### src/rtl/gen_waddr_pkg.sv
// Shared types and constants for the multi-bank line-buffer write-address generator.
package gen_waddr_pkg;

  typedef enum logic [1:0] {
    ST_IDLE  = 2'd0,
    ST_WRITE = 2'd1,
    ST_STALL = 2'd2
  } state_e;

  localparam int unsigned MODE_FC   = 3;
  localparam int unsigned PAD_SHIFT = 3;
  localparam int unsigned SOP_SUM_W = 11;
  localparam int unsigned PIC_W     = 8;

endpackage

### src/rtl/bank_occ_cnt.sv
// Bank occupancy counter: counts completed banks not yet released by the reader,
// saturating at NBANK, with a registered full flag and its next-cycle value.
module bank_occ_cnt #(
  parameter int unsigned NBANK = 3
) (
  input  logic i_clk,
  input  logic i_rst_n,
  input  logic i_clr,
  input  logic i_inc,
  input  logic i_dec,
  output logic o_full,
  output logic o_full_nxt_c
);

  localparam int unsigned CW = $clog2(NBANK + 1);

  logic [CW-1:0] r_cnt;
  logic [CW-1:0] w_cnt_nxt;
  logic          r_full;

  // Simultaneous completion and release cancel; release at zero is ignored.
  always_comb begin
    w_cnt_nxt = r_cnt;
    if (i_clr) begin
      w_cnt_nxt = '0;
    end else if (i_inc && !i_dec) begin
      if (r_cnt != CW'(NBANK)) w_cnt_nxt = r_cnt + CW'(1);
    end else if (i_dec && !i_inc) begin
      if (r_cnt != '0) w_cnt_nxt = r_cnt - CW'(1);
    end
  end

  assign o_full_nxt_c = (w_cnt_nxt == CW'(NBANK));
  assign o_full       = r_full;

  always_ff @(posedge i_clk or negedge i_rst_n) begin
    if (!i_rst_n) begin
      r_cnt  <= '0;
      r_full <= 1'b0;
    end else begin
      r_cnt  <= w_cnt_nxt;
      r_full <= o_full_nxt_c;
    end
  end

endmodule

### src/rtl/gen_waddr_mb.sv
// Multi-bank line-buffer write-address generator: counts lines per bank (conv)
// or address wraps (FC), rotates banks and stalls the writer when all are occupied.
module gen_waddr_mb
  import gen_waddr_pkg::*;
#(
  parameter int unsigned AW    = 10,
  parameter int unsigned NBANK = 3,
  parameter int unsigned BW    = 2,
  parameter int unsigned LPB   = 2
) (
  input  logic              SYS_CLK,
  input  logic              SYS_RST,
  input  logic              DATA_SOP,
  input  logic              DATA_VLD,
  input  logic              DATA_EOL,
  input  logic              WREADY,
  input  logic              BANK_RELEASE,
  input  logic [AW-1:0]     WRADDR_START,
  input  logic [PIC_W-1:0]  PIC_SIZE,
  input  logic              PADDING,
  input  logic [3:0]        MODE,
  output logic [AW+BW-1:0]  WADDR,
  output logic              WEN,
  output logic              BANK_FULL,
  output logic              BANK_DONE,
  output logic [BW-1:0]     BANK_DONE_ID,
  output logic              FRAME_DONE
);

  state_e                 r_state, w_state_nxt;
  logic [BW-1:0]          r_bank, w_bank_nxt, w_bank_inc;
  logic [BW-1:0]          r_done_id, w_done_id_nxt;
  logic [AW-1:0]          r_addr, w_addr_nxt, w_sop_addr;
  logic [PIC_W-1:0]       r_line, w_line_nxt, r_fline, w_fline_nxt;
  logic                   r_bank_done, w_bank_done_nxt;
  logic                   r_frame_done, w_frame_done_nxt;
  logic [SOP_SUM_W-1:0]   w_sop_sum;
  logic                   w_acc, w_eol_acc, w_fc;
  logic                   w_line_last, w_frame_end, w_fc_wrap, w_bank_cmp;
  logic                   w_full, w_full_nxt;
  logic                   w_unused_mode;

  assign w_unused_mode = ^MODE[2:0];
  assign w_fc          = MODE[MODE_FC];

  // A beat coincident with SOP is dropped, so SOP masks the strobe.
  assign w_acc     = DATA_VLD & WREADY & (r_state == ST_WRITE) & ~DATA_SOP;
  assign w_eol_acc = w_acc & DATA_EOL;
  assign WEN       = w_acc;

  assign w_sop_sum  = SOP_SUM_W'(WRADDR_START)
                    + (PADDING ? (SOP_SUM_W'(PIC_SIZE) << PAD_SHIFT) : SOP_SUM_W'(0));
  assign w_sop_addr = AW'(w_sop_sum);

  assign w_line_last = w_eol_acc & ~w_fc & (r_line == PIC_W'(LPB - 1));
  assign w_frame_end = w_eol_acc & ~w_fc & (PIC_SIZE != '0) & (r_fline == PIC_SIZE - PIC_W'(1));
  assign w_fc_wrap   = w_acc & w_fc & (&r_addr);
  // Frame end closes a partially filled bank as well.
  assign w_bank_cmp  = w_line_last | w_frame_end | w_fc_wrap;
  assign w_bank_inc  = (r_bank == BW'(NBANK - 1)) ? '0 : r_bank + BW'(1);

  bank_occ_cnt #(
    .NBANK (NBANK)
  ) u_occ (
    .i_clk        (SYS_CLK),
    .i_rst_n      (SYS_RST),
    .i_clr        (DATA_SOP),
    .i_inc        (w_bank_cmp),
    .i_dec        (BANK_RELEASE),
    .o_full       (w_full),
    .o_full_nxt_c (w_full_nxt)
  );

  always_ff @(posedge SYS_CLK or negedge SYS_RST) begin
    if (!SYS_RST) r_state <= ST_IDLE;
    else          r_state <= w_state_nxt;
  end

  always_comb begin
    w_state_nxt = r_state;
    if (DATA_SOP) begin
      w_state_nxt = ST_WRITE;
    end else begin
      unique case (r_state)
        ST_IDLE:  w_state_nxt = ST_IDLE;
        ST_WRITE: begin
          if (w_frame_end)     w_state_nxt = ST_IDLE;
          else if (w_full_nxt) w_state_nxt = ST_STALL;
        end
        ST_STALL: if (BANK_RELEASE) w_state_nxt = ST_WRITE;
        default:  w_state_nxt = ST_IDLE;
      endcase
    end
  end

  // Address, bank, line counters and completion pulses for the next cycle.
  always_comb begin
    w_addr_nxt       = r_addr;
    w_bank_nxt       = r_bank;
    w_line_nxt       = r_line;
    w_fline_nxt      = r_fline;
    w_done_id_nxt    = r_done_id;
    w_bank_done_nxt  = 1'b0;
    w_frame_done_nxt = 1'b0;
    if (DATA_SOP) begin
      w_addr_nxt  = w_sop_addr;
      w_bank_nxt  = '0;
      w_line_nxt  = '0;
      w_fline_nxt = '0;
    end else if (w_acc) begin
      w_addr_nxt = r_addr + AW'(1);
      if (w_eol_acc && !w_fc) begin
        w_line_nxt  = r_line + PIC_W'(1);
        w_fline_nxt = r_fline + PIC_W'(1);
      end
      if (w_bank_cmp) begin
        w_bank_done_nxt = 1'b1;
        w_done_id_nxt   = r_bank;
        w_bank_nxt      = w_bank_inc;
        w_line_nxt      = '0;
        if (!w_fc) w_addr_nxt = WRADDR_START;
      end
      if (w_frame_end) begin
        w_frame_done_nxt = 1'b1;
        w_fline_nxt      = '0;
      end
    end
  end

  always_ff @(posedge SYS_CLK or negedge SYS_RST) begin
    if (!SYS_RST) begin
      r_addr       <= '0;
      r_bank       <= '0;
      r_line       <= '0;
      r_fline      <= '0;
      r_done_id    <= '0;
      r_bank_done  <= 1'b0;
      r_frame_done <= 1'b0;
    end else begin
      r_addr       <= w_addr_nxt;
      r_bank       <= w_bank_nxt;
      r_line       <= w_line_nxt;
      r_fline      <= w_fline_nxt;
      r_done_id    <= w_done_id_nxt;
      r_bank_done  <= w_bank_done_nxt;
      r_frame_done <= w_frame_done_nxt;
    end
  end

  assign WADDR        = {r_bank, r_addr};
  assign BANK_FULL    = w_full;
  assign BANK_DONE    = r_bank_done;
  assign BANK_DONE_ID = r_done_id;
  assign FRAME_DONE   = r_frame_done;

endmodule

### config.mk
export PLATFORM = sky130hd
export DESIGN_NAME = gen_waddr_mb
export DESIGN_NICKNAME = d
export VERILOG_FILES = /design/src/rtl/gen_waddr_pkg.sv /design/src/rtl/bank_occ_cnt.sv /design/src/rtl/gen_waddr_mb.sv
export SDC_FILE = /design/constraint.sdc
export NUM_CORES = 1
export LEC_CHECK = 0
export CAP_MARGIN = 20
export CORE_MARGIN = 2
export CORE_UTILIZATION = 30
export DETAILED_ROUTE_END_ITERATION = 12
export GPL_ROUTABILITY_DRIVEN = 0
export GPL_TIMING_DRIVEN = 0
export PLACE_DENSITY_LB_ADDON = 0.25
export SKIP_LAST_GASP = 1
export SYNTH_ARGS = -nofsm -noshare
export SYNTH_HDL_FRONTEND = slang
export SYNTH_SLANG_ARGS = --single-unit
### constraint.sdc
create_clock -name SYS_CLK -period 3 [get_ports SYS_CLK]
set_clock_uncertainty 0.05 [all_clocks]
set_input_delay 0.6 -clock SYS_CLK [delete_from_list [all_inputs] [get_ports SYS_CLK]]
set_output_delay 0.6 -clock SYS_CLK [all_outputs]
set_load 0.05 [all_outputs]
Yosys cells after proc, flatten, opt, wreduce, memory -nomap -nowiden --
Cells that the tools add are included.
Operators by class: equality and inequality tests 9, bitwise logic cells 14, add/sub/neg operators 8, reductions and logical operators 18, multiplexer cells 33
Operator list (number):
- $mux 8 | 8
- $mux 10 | 5
- $mux 2 | 13
- $add 8x1->8 const B | 2
- $add 10x1->10 const B | 1
- $add 10x10->10 | 1
- $and 1x1->1 | 10
- $reduce_and 10->1 | 1
- $eq 8x1->1 const B | 1
- $eq 8x8->1 | 1
- $reduce_and 2->1 | 4
- $reduce_bool 8->1 | 1
- $sub 8x1->8 const B | 1
- $eq 2x2->1 const B | 3
- $mux 1 | 6
- $reduce_bool 2->1 | 3
- $reduce_bool 3->1 | 2
- $add 2x1->2 const B | 2
- $ne 4x3->1 const B | 1
- $pmux 2 s2 | 1
- $logic_and 1x1->1 | 3
- $logic_not 1->1 | 3
- $ne 3x3->1 const B | 1
- $reduce_and 3->1 | 1
- other kinds (5) | 7
Storage, ports and cells: bits in registers 37, output and inout bits 18, logic and storage cells 92, input bits 30

Longest topological paths before layout --
Gate-level depths: netlist of the first run.
depth in word-level cells 19, gate-level depth with buffers 12, mapped depth without buffers 11

Modules after synthesis --
From an unflattened synthesis of the first run, not the netlist that was laid out.
Unflattened totals: cell total of the unflattened synthesis 290, area, all modules 2653.8 um^2
By module, submodules not included:
- gen_waddr_mb | area an instance 2497.4 um^2, instances 1, seq. area each 850.8 um^2, cells each 275
- bank_occ_cnt | area an instance 156.4 um^2, instances 1, seq. area each 75.1 um^2, cells each 15

Least setup slack after synthesis of the first run --
Ideal clock, no wire load.
kind input -> register, start point in PIC_SIZE[0], end point reg u_occ.r_cnt[0], buffers on the path 2, setup time 0.072 ns, arrival 2.551 ns, stages on the path 11, data required time 2.878 ns, path slack 0.327 ns, cell sequence clkbuf_2 -> inv_1 -> ha_1 -> buf_2 -> o21bai_1 -> a211oi_1 -> o21ai_1 -> a211oi_2 -> o21bai_4 -> mux2_2 -> nor2_1
Between the ends: word-level cells in the longest chain between the ends 10, elaborated cells on any way between the ends 13, those cells by class add/sub: 1; eq/ne: 1; mux: 3; bitwise: 4; reduce/logical: 4
RTL lines:
- start, declared | line gen_waddr_mb.sv:19 | input logic [PIC_W-1:0] PIC_SIZE,
- $sub 8x1->8 / $reduce_bool 8->1 (equally long branches) | line gen_waddr_mb.sv:56 | assign w_frame_end = w_eol_acc & ~w_fc & (PIC_SIZE != '0) & (r_fline == PIC_SIZE - PIC_W'(1));
- $eq 8x8->1 / $and 1x1->1 (equally long branches) | line gen_waddr_mb.sv:56
- $and 1x1->1 (*) | line gen_waddr_mb.sv:56
- $or 1x1->1 (*) (2 in a row) | line gen_waddr_mb.sv:59 | assign w_bank_cmp = w_line_last | w_frame_end | w_fc_wrap;
- $logic_not 1->1 | line bank_occ_cnt.sv:28 | end else if (i_dec && !i_inc) begin
- $logic_and 1x1->1 | line bank_occ_cnt.sv:28
- $mux 2 | line bank_occ_cnt.sv:28
- $mux 2 (*) | line bank_occ_cnt.sv:26 | end else if (i_inc && !i_dec) begin
- $mux 2 (*) | line bank_occ_cnt.sv:24 | if (i_clr) begin
- net u_occ.w_cnt_nxt[0] | line bank_occ_cnt.sv:18 | logic [CW-1:0] w_cnt_nxt;
- end signal, assigned | line bank_occ_cnt.sv:41 | r_cnt <= w_cnt_nxt;
- end, declared | line bank_occ_cnt.sv:17 | logic [CW-1:0] r_cnt;
The timed path passes the listed nets; every way through them passes the cells marked *. A chain may end at the register's enable or synchronous reset.

Worst setup path in the final report of the first run --
start point in PIC_SIZE[1], end point reg u_occ.r_cnt[0]
The elaborated chain is that of the path after synthesis.

==> run metrics, run 1 <==
met3 wire length 374 µm; FMAX about 350 MHz; top layer in use met4; footprint of the multi-input gates about 1800 µm²; clk sink count 37; largest net degree at the start of global routing 38; clock tree from TritonCTS built; fin cells 512; TritonCTS buffer count 5; Tcrit/Tclk final 95.9%; final wirelength roughly 7400 µm; Metal-1 WL between 3000 and 4000 µm; worst-skew pair later-pin latency around 0.3 ns; share of the yosys chip area belonging to registers 32.2%; Synth Cell Area 2870 µm²; Final Max Tran Viols 0; initial antenna violation count 0; Hold-fix buffers, CTS 0; Layout area overhead 25.4%; Critical path origin PIC_SIZE[1]; DRT iter0 DRCs 162; CTS max path bufs 2; share of layout cells above drive strength 1 10.4%; fill count 961; Critical Path, Cell by Cell dlygate4sd2_1, inv_1, ha_1, buf_2, o21bai_1, a211oi_1, o21ai_2, a211oi_2, o21bai_4, mux2_2, nor2_1; max capacitance violation total 0; Hold Crit Class in2async; area leader, netlist dfrtp_1; post-route ant nets 0; RR Endpoint r_state[0]; R2R depth 8; LEAKAGE about 1.5 nW; vias per std cell 5.09; R2R Path Start r_addr[0]; Post-synth top flop dfrtp_1; fin util roughly 39%; Die ar. 10400 µm²; gr usage total 14.8%; drt first pass iters 4; CP max-delay cell mux2_2; Slew headroom 41.6%; syn nets 374; final setup fails 0; share of Yosys cell area claimed by the top area cell type 32.2%; initial core utilization 30.9%; Setup crit end kind flop; clock transition at the registers of the reported paths 0.08 ns; Remaining Overflow, GRT 0; ANT cells 0; number of placed I/O pins 48; most common cell after layout, fill and taps aside clkdlybuf4s50_1; Worst Path Max Fanout 8; via count 2608; Distinct cells, synth 65; R2R Setup Slk 0.61 ns; Yosys warning total 0; H-tree levels 2; Root Driver clkbuf_8; first-pass GRT wire length 12100 µm; WL/cell 14.5 µm; worst-margin pin slew 0.876 ns; FF+latch count, synth 37; number of synthesized flops with an enable pin 0; via count of the first global-routing pass 2434; port bufs 42; fin crit period 2.88 ns; VDD IR-drop max 0.146 mV; Final Hold Violating Endpoints 0; top post-synthesis cells by area dfrtp_1 32%, ha_1 5.2%, xnor2_1 4.9%, xor2_1 4.3%, nor2_1 4.1%; status completed; Critical Path RT 3.18 ns; startpoint types primary input; asr flop ratio synth 100%; met2 wire len between 3000 and 4000 µm; syn_area_per_cell 8.68 µm²; Inst Count DP 502; Worst Setup Path Type in2reg; pwr dens 387 nW/µm²; Residual DRC 0; Die W 102 µm; Core Footprint 9280 µm²; Crit path arrival time just over 3 ns; hpwl dp 5520 µm; CP peak stage delay approximately 0.36 ns; Power Total 1.39 mW; # rows 35; Die Ht 102 µm; Mapped Cells 331; most frequent cells in the layout 39 x clkdlybuf4s50_1, 37 x dfrtp_1, 30 x nor2_1; CP endpoint u_occ.r_cnt[0]; final net count 426; register area 926 µm²
-- cell families (layout without fill, tap and decap cells) --
kind of cell	after synthesis	count (layout)	synth area share, %
adders and majority gates	14	14	6.27
buffers and inverters	31	83	4.57
DFF	37	37	32.2
xor gates and xnor gates	30	30	9.15
muxes	7	7	2.61
AOI/OAI and AO/OA	78	78	19.2
and+or+nand+nor	134	134	26.0
-- cell usage after synthesis (all sizes together), types with 2 or more instances --
| cell type | n |
|---|---|
| dfrtp | 37 |
| o21bai | 3 |
| nand2b | 8 |
| mux2i | 3 |
| a211oi | 7 |
| xor2 | 14 |
| nand3 | 9 |
| mux2 | 4 |
| a21o | 2 |
| xnor2 | 16 |
| o2111ai | 2 |
| nor2 | 32 |
| and3 | 8 |
| o22ai | 2 |
| nor4 | 3 |
| ha | 12 |
| nor3b | 3 |
| nand4 | 6 |
| nor4b | 2 |
| clkbuf | 7 |
| nor3 | 12 |
| a41oi | 3 |
| a22oi | 2 |
| a21boi | 2 |
| nor2b | 5 |
| nand2 | 27 |
| a21oi | 20 |
| nand3b | 3 |
| buf | 6 |
| a311oi | 2 |
| o311ai | 2 |
| and2 | 9 |
| o21ai | 22 |
| and4b | 2 |
| and4 | 2 |
| inv | 17 |
-- layout make-up --
cell class                 count  share of cell area (%)
multi-input combinational    263                    50.9
tap                          129                    4.48
inverter                      18                    1.88
timing repair buffer          45                    12.3
sequential                    37                    25.7
buffer                        13                    1.77
clock inverter                 2                   0.973
clock buffer                   5                    1.91
-- critical path, delay by kind of cell --
kind                     cells  cell delay (ns)
multiplexers                 1             0.36
adder cells (fa/ha/maj)      1             0.18
AND/OR/NAND/NOR              1             0.08
buffers and inverters        3             0.62
AO/OA/AOI/OAI                5             1.21
-- registers in the layout (all words and copies together), names as in the netlist --
signal	count
BANK_DONE	1
r_addr	10
r_fline	8
r_state	2
r_bank	2
u_occ.o_full	1
u_occ.r_cnt	2
BANK_DONE_ID	2
r_line	8
FRAME_DONE	1
-- stage by stage --
| stage | hold slack (ns) | setup TNS, ns | cell area [µm²] | setup slack, ns |
|---|---|---|---|---|
| 2_1_floorplan | 0.254 | 0 | 2870 | 0.327 |
| 3_3_place_gp | 0.445 | -12.45 | 3450 | -0.448 |
| 3_5_place_dp | 0.449 | -14.69 | 3450 | -0.507 |
| 4_1_cts | 0.399 | -0.134 | 3580 | -0.134 |
| 5_1_grt | 0.443 | -0.0125 | 3600 | -0.0125 |
| 6_report | 0.365 | 0 | 3600 | 0.122 |
-- worst min-delay path by stage --
stage / slack, ns / depth (start not counted) / endpoint / startpoint
floorplan: 0.25 / 0 / BANK_DONE / SYS_RST
global placement: 0.44 / 1 / BANK_DONE_ID[1] / BANK_DONE_ID[1]
detailed placement: 0.45 / 1 / BANK_DONE_ID[1] / BANK_DONE_ID[1]
CTS: 0.40 / 1 / u_occ.o_full / SYS_RST
global route: 0.44 / 1 / u_occ.r_cnt[1] / SYS_RST
finish: 0.37 / 1 / u_occ.r_cnt[1] / SYS_RST
-- power by group --
group / total, mW / leakage [nW] / internal, mW / switching, mW
Combinational: 0.394 / 0.948 / 0.157 / 0.236
Sequential: 0.565 / 0.484 / 0.523 / 0.0420
Clock: 0.435 / 0.0540 / 0.242 / 0.193
-- layer usage --
metal,global-route usage [%],vias to the layer above
met5,0,-
met4,2.97,0
met3,2.87,7
met2,24.6,60
met1,20.0,1253
li1,-,1288
-- what timing repair did --
action	4_1_cts	5_1_grt
setup endpoints to repair	33	3
pin swaps	2	0
gates resized for setup	2	6
setup buffers	3	0
gates cloned	0	0
Power figures use the tool's default switching activity.
==> run 2: changes to the inputs <==
ABC_AREA = 1   (was unset)
CORE_MARGIN = 5   (was 2)
DONT_BUFFER_PORTS = 1   (was unset)
==> run metrics, run 2 <==
status completed; CTS max path bufs 2; first-pass GRT wire length 13300 µm; Remaining Overflow, GRT 0; R2R depth 12; pwr dens roughly 410 nW/µm²; Residual DRC 0; share of layout cells above drive strength 1 11.3%; FF+latch count, synth 37; postcts setup bufs 0; LEAKAGE around 1.6 nW; Core Footprint 9770 µm²; Root Driver clkbuf_8; design area 3320 µm²; worst-margin pin slew 0.631 ns; Mapped Cells ~440; asr flop ratio synth 100%; syn nets 486; Setup crit end kind flop; internal power 892 µW; Crit path arrival time around 2.8 ns; number of placed I/O pins 48; share of Yosys cell area claimed by the top area cell type 30.7%; Power Total 1.37 mW; most numerous cell in the Yosys netlist nand2_1; R2R Setup Slk 0.35 ns; Die W between 100 and 150 µm; Synth Cell Area 3020 µm²; Worst Path Max Fanout 6; worst-skew pair later-pin latency ~0.29 ns; port bufs 0; clock transition at the registers of the reported paths 0.08 ns; worst hold margin 0.0885 ns; final worst slack 0.347 ns; Final Max Tran Viols 0; Layout area overhead 10.0%; area leader, netlist dfrtp_1; final wirelength 7880 µm; VDD IR-drop max approximately 0.28 mV; gr usage total 13.9%; drt first pass iters 4; Slew headroom 57.9%; hpwl dp approximately 6300 µm; via count roughly 2800; max reg flops 10; Inst Count DP ~580; Hold Crit Class in2async; startpoint types flop; fill count between 1000 and 1500; Hold-fix buffers, CTS 1; top post-synthesis cells by count 116 x nand2_1, 59 x nor2_1, 57 x inv_1; clock power share between 30% and 40%; FMAX 377 MHz; Die Ht roughly 110 µm; most common cell after layout, fill and taps aside nand2_1; top post-synthesis cells by area dfrtp_1 31%, nand2_1 14%, nor2_1 7.3%, inv_1 7.1%, ha_1 5.0%; RSZ-0062 raised after global routing no; final setup fails 0; fin cells 585; syn_area_per_cell between 6 and 7 µm²; Final Hold Violating Endpoints 0; worst slack, placed 0.354 ns; Worst Setup Path Type reg2reg; fin crit period 2.65 ns; Placed Instance Area 3190 µm²; switching power total 479 µW; most frequent cells in the layout 116 x nand2_1, 59 x nor2_1, 57 x inv_1; final net count 494; Comb pwr share 17.9%; DRT iter0 DRCs 120; TritonCTS buffer count 5; Sw Share 34.9%; clk sink count 37; max capacitance violation total 0; initial antenna violation count 0; vias per std cell ~4.7; Seq pwr share 48.8%; Post-CTS Resized 0; H-tree levels 2; Yosys warning total 0; fin util 34.0%; Fin Setup TNS 0 ns; Tcrit/Tclk final between 80% and 90%; via count of the first global-routing pass about 2700; largest register by flop count r_addr; initial core utilization 30.9%; number of synthesized flops with an enable pin 0; clock tree from TritonCTS built; Critical Path RT 3.11 ns; largest registers r_addr x10, r_fline x8, r_line x8; Post-synth top flop dfrtp_1; ANT cells 0; share of the yosys chip area belonging to registers around 30%; post-route ant nets 0; WL/cell 13.5 µm; Die ar. 12200 µm²; largest net degree at the start of global routing 38; # rows 36; Distinct cells, synth 40
run 2: cell types whose count changed in the layout (fill, tap and decap cells not counted), moves of 6 or more:
cell	before	now
o211ai_1	1	7
and2_1	9	0
nand2_1	26	116
inv_2	0	12
nand3_1	9	23
xnor2_1	16	7
inv_1	17	57
clkdlybuf4s50_1	39	0
nand2b_1	8	0
and3_1	8	1
nand3_2	0	6
nor2_1	30	59
run 2: worst paths after layout:
path	endpoint	from
min	r_line[1]	SYS_RST
min in group SYS_CLK	r_addr[2]	WRADDR_START[2]
min reg2reg	r_line[0]	r_line[0]
max in group asynchronous	r_state[1]	SYS_RST
max reg2reg	r_addr[3]	r_addr[0]
max	r_addr[3]	r_addr[0]
run 2: cell type report:
cell class                 count  area (µm²)  share of cell area [%]
multi-input combinational    332        1810                    54.4
sequential                    37         926                    27.9
inverter                      70         263                    7.91
tap                          133         166                    5.01
clock buffer                   7        86.3                    2.60
clock inverter                 1        30.0                   0.904
buffer                         4        23.8                   0.716
timing repair buffer           1        20.0                   0.603
run 2: cell families after synthesis:
kind of cell	synth area share, %
DFF	30.7
adders and majority gates	5.64
xor gates and xnor gates	6.38
and+or+nand+nor	36.6
AOI/OAI and AO/OA	11.3
buffers and inverters	9.49
run 2: power groups by stage:
stage	sequential, mW	clock [mW]	combinational [mW]
after floorplan	0.663	0	0.193
final	0.668	0.457	0.246
after global routing	0.676	0.488	0.283
after global placement	0.679	0	0.229
after detailed placement	0.678	0	0.235
after CTS	0.668	0.466	0.248
run 2: critical path, cell delays in order (launching register included):
cell,delay [ns]
dfrtp_1,0.73
ha_1,0.26
nand2_1,0.09
nor2_2,0.19
nand3_1,0.11
nor3_1,0.31
nor2_4,0.11
o21ai_4,0.13
inv_2,0.11
nor2_2,0.11
inv_1,0.09
o211ai_2,0.14
o211ai_1,0.10
run 2: routing by layer:
layer  vias to the layer above  track usage (%)  part of all wire, %
li1                       1421                -                    -
met1                      1285             16.8                   43
met2                        50             24.9                   50
met3                         5             3.61                  5.6
met4                         0             2.90                 0.71
met5                         -                0                    0
